--- src/rtl/manycore_link_resp_credit_to_ready_and_pkg.sv ---
// Shared types and width helpers for the response credit to ready/valid-and link adapter.
// Optional simulation checks in the adapter are enabled by defining CREDIT_ADAPTER_CHECK_EN.
package manycore_link_resp_credit_to_ready_and_pkg;

  // Request packet: address + data + source and destination cords.
  function automatic int fwd_pkt_width(input int addr_w, input int data_w,
                                       input int x_cord_w, input int y_cord_w);
    return addr_w + data_w + 2 * (x_cord_w + y_cord_w);
  endfunction

  // Response packet: 2-bit type + data + destination cords.
  function automatic int rev_pkt_width(input int data_w, input int x_cord_w, input int y_cord_w);
    return 2 + data_w + x_cord_w + y_cord_w;
  endfunction

  function automatic int ptr_width(input int els);
    return (els > 1) ? $clog2(els) : 1;
  endfunction

  function automatic int cnt_width(input int els);
    return $clog2(els + 1);
  endfunction

  localparam int default_addr_width   = 20;
  localparam int default_data_width   = 32;
  localparam int default_x_cord_width = 3;
  localparam int default_y_cord_width = 3;

  localparam int default_fwd_pkt_width = fwd_pkt_width(default_addr_width, default_data_width,
                                                       default_x_cord_width, default_y_cord_width);
  localparam int default_rev_pkt_width = rev_pkt_width(default_data_width,
                                                       default_x_cord_width, default_y_cord_width);

  typedef struct packed {
    logic                             v;
    logic                             ready_and_rev;
    logic [default_fwd_pkt_width-1:0] data;
  } fwd_link_t;

  typedef struct packed {
    logic                             v;
    logic                             ready_and_rev;
    logic [default_rev_pkt_width-1:0] data;
  } rev_link_t;

  typedef struct packed {
    fwd_link_t fwd;
    rev_link_t rev;
  } link_sif_t;

endpackage

--- src/rtl/manycore_link_resp_credit_to_ready_and_resp_fifo.sv ---
// Circular-buffer response FIFO with arbitrary (non power-of-2) depth and an occupancy count.
// The caller guarantees v_i is never asserted while full without a same-cycle yumi_i.
module manycore_link_resp_credit_to_ready_and_resp_fifo
  import manycore_link_resp_credit_to_ready_and_pkg::*;
#(
  parameter  int width_p  = 40,
  parameter  int els_p    = 3,
  localparam int ptr_w_lp = ptr_width(els_p),
  localparam int cnt_w_lp = cnt_width(els_p)
) (
  input  logic                clk_i,
  input  logic                reset_ni,
  input  logic                v_i,
  input  logic [width_p-1:0]  data_i,
  output logic                v_o,
  output logic [width_p-1:0]  data_o,
  input  logic                yumi_i,
  output logic [cnt_w_lp-1:0] count_o
);

  logic [width_p-1:0]  r_mem [els_p];
  logic [ptr_w_lp-1:0] r_rd_ptr;
  logic [ptr_w_lp-1:0] r_wr_ptr;
  logic [cnt_w_lp-1:0] r_count;
  logic [cnt_w_lp-1:0] w_count_next;
  logic                w_pop;

  function automatic logic [ptr_w_lp-1:0] next_ptr(input logic [ptr_w_lp-1:0] p);
    return (p == ptr_w_lp'(els_p - 1)) ? '0 : p + 1'b1;
  endfunction

  assign w_pop = yumi_i & (r_count != '0);

  always_comb begin
    // NOTE: default first so every path assigns w_count_next; otherwise a latch is inferred.
    w_count_next = r_count;
    case ({v_i, w_pop})
      2'b10:   w_count_next = r_count + 1'b1;
      2'b01:   w_count_next = r_count - 1'b1;
      default: w_count_next = r_count;
    endcase
  end

  always_ff @(posedge clk_i or negedge reset_ni) begin
    if (!reset_ni) begin
      // NOTE: sequential state uses non-blocking assignments so all flops update from pre-edge values.
      r_rd_ptr <= '0;
      r_wr_ptr <= '0;
      r_count  <= '0;
    end else begin
      if (v_i)   r_wr_ptr <= next_ptr(r_wr_ptr);
      if (w_pop) r_rd_ptr <= next_ptr(r_rd_ptr);
      r_count <= w_count_next;
    end
  end

  // NOTE: the storage array has no reset; only the pointers and count decide what is valid.
  always_ff @(posedge clk_i) begin
    if (v_i) r_mem[r_wr_ptr] <= data_i;
  end

  assign v_o     = (r_count != '0);
  assign data_o  = r_mem[r_rd_ptr];
  assign count_o = r_count;

endmodule

--- src/rtl/manycore_link_resp_credit_to_ready_and.sv ---
// Adapter from a credit-based response endpoint to a ready/valid-and manycore link.
// Define CREDIT_ADAPTER_CHECK_EN for simulation checks on overflow and X on the response valid.
module manycore_link_resp_credit_to_ready_and
  import manycore_link_resp_credit_to_ready_and_pkg::*;
#(
  parameter  int fwd_pkt_width_p = default_fwd_pkt_width,
  parameter  int rev_pkt_width_p = default_rev_pkt_width,
  parameter  int fifo_els_p      = 3,
  localparam int link_width_lp   = (fwd_pkt_width_p + 2) + (rev_pkt_width_p + 2)
) (
  input  logic                     clk_i,
  input  logic                     reset_ni,
  input  logic [link_width_lp-1:0] credit_link_sif_i,
  output logic [link_width_lp-1:0] credit_link_sif_o,
  input  logic [link_width_lp-1:0] ready_and_link_sif_i,
  output logic [link_width_lp-1:0] ready_and_link_sif_o
);

  localparam int cnt_w_lp = cnt_width(fifo_els_p);

  typedef struct packed {
    logic                       v;
    logic                       ready_and_rev;
    logic [fwd_pkt_width_p-1:0] data;
  } fwd_sif_t;

  typedef struct packed {
    logic                       v;
    logic                       ready_and_rev;
    logic [rev_pkt_width_p-1:0] data;
  } rev_sif_t;

  typedef struct packed {
    fwd_sif_t fwd;
    rev_sif_t rev;
  } sif_t;

  sif_t                       w_credit_in;
  sif_t                       w_credit_out;
  sif_t                       w_ra_in;
  sif_t                       w_ra_out;
  logic                       w_fifo_v;
  logic [rev_pkt_width_p-1:0] w_fifo_data;
  logic [cnt_w_lp-1:0]        w_count;
  logic                       w_full;
  logic                       w_pop;
  logic                       w_push;
  logic                       r_credit;

  assign w_credit_in = credit_link_sif_i;
  assign w_ra_in     = ready_and_link_sif_i;

  // The whole fwd channel, ready bit included, crosses unchanged in both directions.
  assign w_ra_out.fwd     = w_credit_in.fwd;
  assign w_credit_out.fwd = w_ra_in.fwd;

  assign w_credit_out.rev.v             = w_ra_in.rev.v;
  assign w_credit_out.rev.data          = w_ra_in.rev.data;
  assign w_credit_out.rev.ready_and_rev = r_credit;

  assign w_ra_out.rev.v             = w_fifo_v;
  assign w_ra_out.rev.data          = w_fifo_data;
  assign w_ra_out.rev.ready_and_rev = w_credit_in.rev.ready_and_rev;

  assign w_full = (w_count == cnt_w_lp'(fifo_els_p));
  assign w_pop  = w_fifo_v & w_ra_in.rev.ready_and_rev;
  // A push into a full FIFO without a same-cycle pop is dropped to keep pointers coherent.
  assign w_push = w_credit_in.rev.v & (~w_full | w_pop);

  manycore_link_resp_credit_to_ready_and_resp_fifo #(
    .width_p (rev_pkt_width_p),
    .els_p   (fifo_els_p)
  ) u_fifo (
    .clk_i   (clk_i),
    .reset_ni(reset_ni),
    .v_i     (w_push),
    .data_i  (w_credit_in.rev.data),
    .v_o     (w_fifo_v),
    .data_o  (w_fifo_data),
    .yumi_i  (w_pop),
    .count_o (w_count)
  );

  always_ff @(posedge clk_i or negedge reset_ni) begin
    if (!reset_ni) r_credit <= 1'b0;
    else           r_credit <= w_pop;
  end

`ifdef CREDIT_ADAPTER_CHECK_EN
  always @(posedge clk_i) begin
    if (reset_ni) begin
      if ($isunknown(w_credit_in.rev.v))
        $error("%m: X on credit_link_sif_i.rev.v");
      else if (w_credit_in.rev.v && w_full && !w_pop)
        $error("%m: response push while FIFO full, credit overflow");
    end
  end
`else
`endif

  assign credit_link_sif_o    = w_credit_out;
  assign ready_and_link_sif_o = w_ra_out;

endmodule

--- config.mk ---
export PLATFORM = sky130hd
export DESIGN_NAME = manycore_link_resp_credit_to_ready_and
export DESIGN_NICKNAME = d
export VERILOG_FILES = /design/src/rtl/manycore_link_resp_credit_to_ready_and_pkg.sv /design/src/rtl/manycore_link_resp_credit_to_ready_and_resp_fifo.sv /design/src/rtl/manycore_link_resp_credit_to_ready_and.sv
export SDC_FILE = /design/constraint.sdc
export NUM_CORES = 1
export LEC_CHECK = 0
export BUFFER_PORTS_ARGS = -buffer_cell sky130_fd_sc_hd__clkbuf_2
export CAP_MARGIN = 25
export CORE_AREA = 2 2 170 172
export DETAILED_ROUTE_END_ITERATION = 7
export DIE_AREA = 0 0 172 174
export PLACE_DENSITY_LB_ADDON = 0.2
export SYNTH_ARGS = -nofsm -noshare
export SYNTH_HDL_FRONTEND = slang
export SYNTH_SLANG_ARGS = --single-unit
--- constraint.sdc ---
create_clock -name clk_i -period 6.84 [get_ports clk_i]
set_input_delay 1.71 -clock clk_i [delete_from_list [all_inputs] [get_ports clk_i]]
set_output_delay 1.71 -clock clk_i [all_outputs]
set_load 0.02 [all_outputs]
# After elaboration in Yosys (flattened, before gate mapping)
# Memories as Yosys holds them, arrays and structs flattened.
# Cells that the tools add are included.
# totals
ff_bits,7
mem_bits_rw,120
elab_cells,26
inputBits,218
out_inout_bits,216
memories,1
# memory_table
memory,words,width,read_ports,rd_ports_with_merged_regs,wr,line,source
u_fifo.r_mem,3,40,1,0,1,manycore_link_resp_credit_to_ready_and_resp_fifo.sv:21,logic [width_p-1:0] r_mem [els_p];
# classes
bitwise_logic,5
n_eq_ne,5
n_addsub,4
reduce_logical,2
muxes,5
# op_table
operator,n
equality test 2 bit (second input constant),4
adder 2 x 1 -> 2 bit (second input constant),3
2-to-1 mux 2 bit,2
case mux 2 bit (2 select lines),1
nonzero test 2 bit,2
bitwise AND 1 bit,3
equality test 2 x 1 -> 1 bit (second input constant),1
2-to-1 mux 1 bit,2
subtractor 2 x 1 -> 2 bit (second input constant),1
NOT 1 bit,1
OR 1 bit,1

# Longest topological paths before layout
# depth
depth_word,6
mapped_depth,6
ltp_nobuf,6

# Cells and area by module
# Synthesis repeated with hierarchy kept, for this count alone.
# hier_totals
hier_cells,460
area_unflattened_um2,6134.6
# modules_own_cells
module,area_each_um2,seq_area_each_um2,n_inst,cells_each
manycore_link_resp_credit_to_ready_and_resp_fifo,4768.3,3753.6,1,280
manycore_link_resp_credit_to_ready_and,1366.3,25.0,1,180

# Least setup slack after synthesis
# Ideal clock, no wire load.
# synth_path
path_kind,input -> register
start,in ready_and_link_sif_i[40]
end,mem u_fifo.r_mem[2][0] (enable)
path_slack_ns,1.593
required_time_ns,6.345
arrival_ns,4.752
path_buffers,0
setup_ns,0.495
cell_stages,2
cell_sequence,o21ai_4 > nor3b_1
# synth_via
elab_chain_cells,5
# synth_rtl
element,line,source
from (decl),manycore_link_resp_credit_to_ready_and.sv:15,"input logic [link_width_lp-1:0] ready_and_link_sif_i,"
bitwise AND 1 bit,manycore_link_resp_credit_to_ready_and.sv:66,assign w_pop = w_fifo_v & w_ra_in.rev.ready_and_rev;
OR 1 bit,manycore_link_resp_credit_to_ready_and.sv:68,assign w_push = w_credit_in.rev.v & (~w_full | w_pop);
bitwise AND 1 bit,manycore_link_resp_credit_to_ready_and.sv:68,
2-to-1 mux 1 bit,manycore_link_resp_credit_to_ready_and_resp_fifo.sv:59,if (v_i) r_mem[r_wr_ptr] <= data_i;
2-to-1 mux 1 bit (not written as such),manycore_link_resp_credit_to_ready_and_resp_fifo.sv:59,
to (decl),manycore_link_resp_credit_to_ready_and_resp_fifo.sv:21,
# No other way between the ends.

# Worst setup path after layout
# layout_path
start,reg u_fifo.r_rd_ptr[0]
end,out ready_and_link_sif_o[27]
# layout_via
elab_chain_cells,1
# layout_rtl
element,line,source
from (decl),manycore_link_resp_credit_to_ready_and_resp_fifo.sv:22,logic [ptr_w_lp-1:0] r_rd_ptr;
from (signal assigned),manycore_link_resp_credit_to_ready_and_resp_fifo.sv:52,if (w_pop) r_rd_ptr <= next_ptr(r_rd_ptr);
memory read (3 x 40 bit),-,
to (decl),manycore_link_resp_credit_to_ready_and.sv:16,output logic [link_width_lp-1:0] ready_and_link_sif_o
# No other way between the ends.

==> metrics.md <==
| Metric | Value |
|---|---|
| Row count | `62` |
| Routed WL | `25.1 mm` |
| # IOs | `434` |
| Reg-to-reg slack, setup | `5000 ps` |
| Syn avg cell area | `13.3 um^2` |
| Yosys top cell by area | `edfxtp_1` |
| Final hold vios | `0` |
| Die ar. | `0.0299 mm^2` |
| Synthesized area | `0.00611 mm^2` |
| Post-DRT Antenna Nets | `0` |
| CP Capture Type | `output port` |
| DRC Markers | `0` |
| Hold Slack | `537 ps` |
| Post-CTS sizing | `0` |
| CTS tree | `yes` |
| Number of max-cap violations | `0` |
| Most used DFF post-synth | `edfxtp_1` |
| Router iterations before antenna repair | `4` |
| Reg2Reg Depth | `4` |
| Max VDD drop | `0.000201 V` |
| Critical Path Start Type | `flop` |
| Clk_skew | `22.6 ps` |
| Fillers | `3016` |
| Antenna violations before repair | `1` |
| Multi-input gate area | `923 um^2` |
| Non-filler cells, final | `776` |
| Final Slew Violations | `0` |
| Period minus WS final | `3820 ps` |
| CTS root buffer | `clkbuf_16` |
| Synth top area share | `59.0%` |
| Total GRT Usage | `16.1%` |
| PwrDens | `461 mW/mm^2` |
| Area delta synth->final | `2.03%` |
| Starting density of the core | `21.6%` |
| Hold Path Class | `reg -> reg` |
| CP Data Required Time | `5130 ps` |
| Cell Count Post-Placement | `743` |
| R2r endpoint | `u_fifo.r_mem[1][36]` |
| Commonest cells post-synth | `177 x buf_4, 120 x edfxtp_1, 42 x nand2_1, 42 x o21ai_0, 40 x mux2i_1` |
| Async SR Flop Fraction | `5.51%` |
| YS warnings | `0` |
| Setup bufs post-CTS | `0` |
| Share of cells above drive strength 1 | `33.5%` |
| Critical Path Start | `u_fifo.r_rd_ptr[0]` |
| Setup TNS | `0 ps` |
| Clock latency on the worst-skew pair | `420 ps` |
| Synth Register Bits | `127` |
| Post-Syn Nets | `678` |
| Pin count of the biggest net entering global routing | `84` |
| Num CTS Buffers | `17` |
| Cts hold-fix bufs | `0` |
| Worst Path Arrival | `2110 ps` |
| Worst Tran Pin Value | `827 ps` |
| RSZ-0062 raised after global routing | `no` |
| Clk sink count | `127` |
| Achievable Freq | `0.262 GHz` |
| Sequential area share after synthesis | `61.9%` |
| Seq. cell area | `0.00378 mm^2` |
| Vias per cell | `3.80` |
| DR WL/cell | `32.3 um` |
| Total grt overflow | `0` |
| Outcome | `completed` |
| Number of global-route vias before repair | `3065` |
| Critical-path maximum fanout | `43` |
| Core region area | `0.0282 mm^2` |
| Via count | `2945` |
| Max H-tree Level | `4` |
| CP Class | `reg -> out` |
| GP Congestion | `0.799` |
| Number of synthesized flops with an enable pin | `120` |
| Worst Setup EP | `ready_and_link_sif_o[27]` |
| Crit Reg-Reg Startpoint | `u_fifo.count_o[0]` |
| DIE HEIGHT | `174 um` |
| Clock slew at reported path FFs | `70 ps` |
| Cells after Synth | `459` |
| Max Root-Sink Buffers | `2` |
| Final setup vio count | `0` |
| Largest cells by area after synthesis | `edfxtp_1 59%, buf_4 22%, mux2i_1 6.6%` |
| Slew HR | `44.8%` |
| Die W | `172 um` |
| Initial drt markers | `106` |
| Netlist cell types | `23` |
| Top-count cell post-synth | `buf_4` |
| Global-route wire length before repair | `31.0 mm` |
| Nets | `597` |
| Dpl hpwl | `20.4 mm` |
| Pleak | `2.22 nW` |
| Final critical-path share of the clock period | `55.8%` |
| Port Buffer Count | `85` |
[power breakdown]
part	internal, mW	switching, mW	total, mW	leakage [nW]
Sequential	1.03	0.0461	1.07	1.19
Combinational	0.283	0.638	0.921	0.756
Clock	0.511	0.364	0.875	0.277
[through the flow]
stage	power, mW	setup slack [ps]	cell area, um^2	util, %
6_report	2.87	3020	6230	22.1
3_5_place_dp	2.04	3410	5650	20.0
2_1_floorplan	1.87	1590	6110	-
5_1_grt	3.03	2860	6230	22.1
4_1_cts	2.92	2960	6230	22.1
3_3_place_gp	2.02	3410	5650	20.0
[routing by layer]
layer	global-route usage [%]	share of wire, %	up-vias
met5	0	0	-
met4	3.19	0.62	0
met3	25.3	34	12
met2	25.0	45	339
met1	9.41	20	1340
li1	-	-	1254
[cells in the final DEF (no fill, tap or decap), drive strengths merged]
cell        n
nand2      43
diode       1
bufinv      1
mux2i      40
xor2        1
inv         8
buf         5
xnor2       2
clkinv      5
nor3        2
o21ai      43
clkinvlp    2
dfrtp       7
a21o        1
or2         1
clkbuf    102
ha          1
nor2b       1
nor2        2
mux2        2
nor3b       1
and2b       1
edfxtp    120
[cell type report]
cell class / instances / share of cell area (%)
Sequential cell: 127 / 60.7
Multi-Input combinational cell: 141 / 14.8
Clock buffer: 17 / 6.83
Antenna cell: 1 / 0.0402
Inverter: 1 / 0.0603
Tap cell: 384 / 7.71
Clock inverter: 15 / 2.41
Timing Repair Buffer: 90 / 7.43
[registers in the layout (all words and copies together), names as in the netlist]
name             count
u_fifo.r_mem       120
u_fifo.count_o       2
u_fifo.r_rd_ptr      2
u_fifo.r_wr_ptr      2
r_credit             1
[worst max-delay path, stage by stage, from the launching register on]
cell	delay (ps)
dfrtp_2	340
buf_4	610
mux2i_1	160
o21ai_0	270
clkbuf_2	230
[worst min path at each step]
stage,start,end,cells after the start
2_1_floorplan,u_fifo.count_o[1],u_fifo.count_o[1],1
3_3_place_gp,u_fifo.count_o[1],u_fifo.count_o[1],1
3_5_place_dp,u_fifo.count_o[1],u_fifo.count_o[1],1
4_1_cts,u_fifo.count_o[1],u_fifo.count_o[1],1
5_1_grt,u_fifo.count_o[1],u_fifo.count_o[1],1
6_report,u_fifo.count_o[1],u_fifo.count_o[1],1
[kinds of logic (layout without fill, tap and decap cells)]
logic type / after synthesis / count (layout) / synth area share, %
xor gates and xnor gates: 3 / 3 / 0.430
other: 0 / 1 / 0
and+or+nand+nor: 51 / 51 / 3.44
adders and majority gates: 1 / 1 / 0.205
DFF: 127 / 127 / 61.9
AOI/OAI and AO/OA: 44 / 44 / 3.83
buffers and inverters: 191 / 123 / 23.2
muxes: 42 / 42 / 7.05
Note: power is estimated with default switching activity, not from simulation.
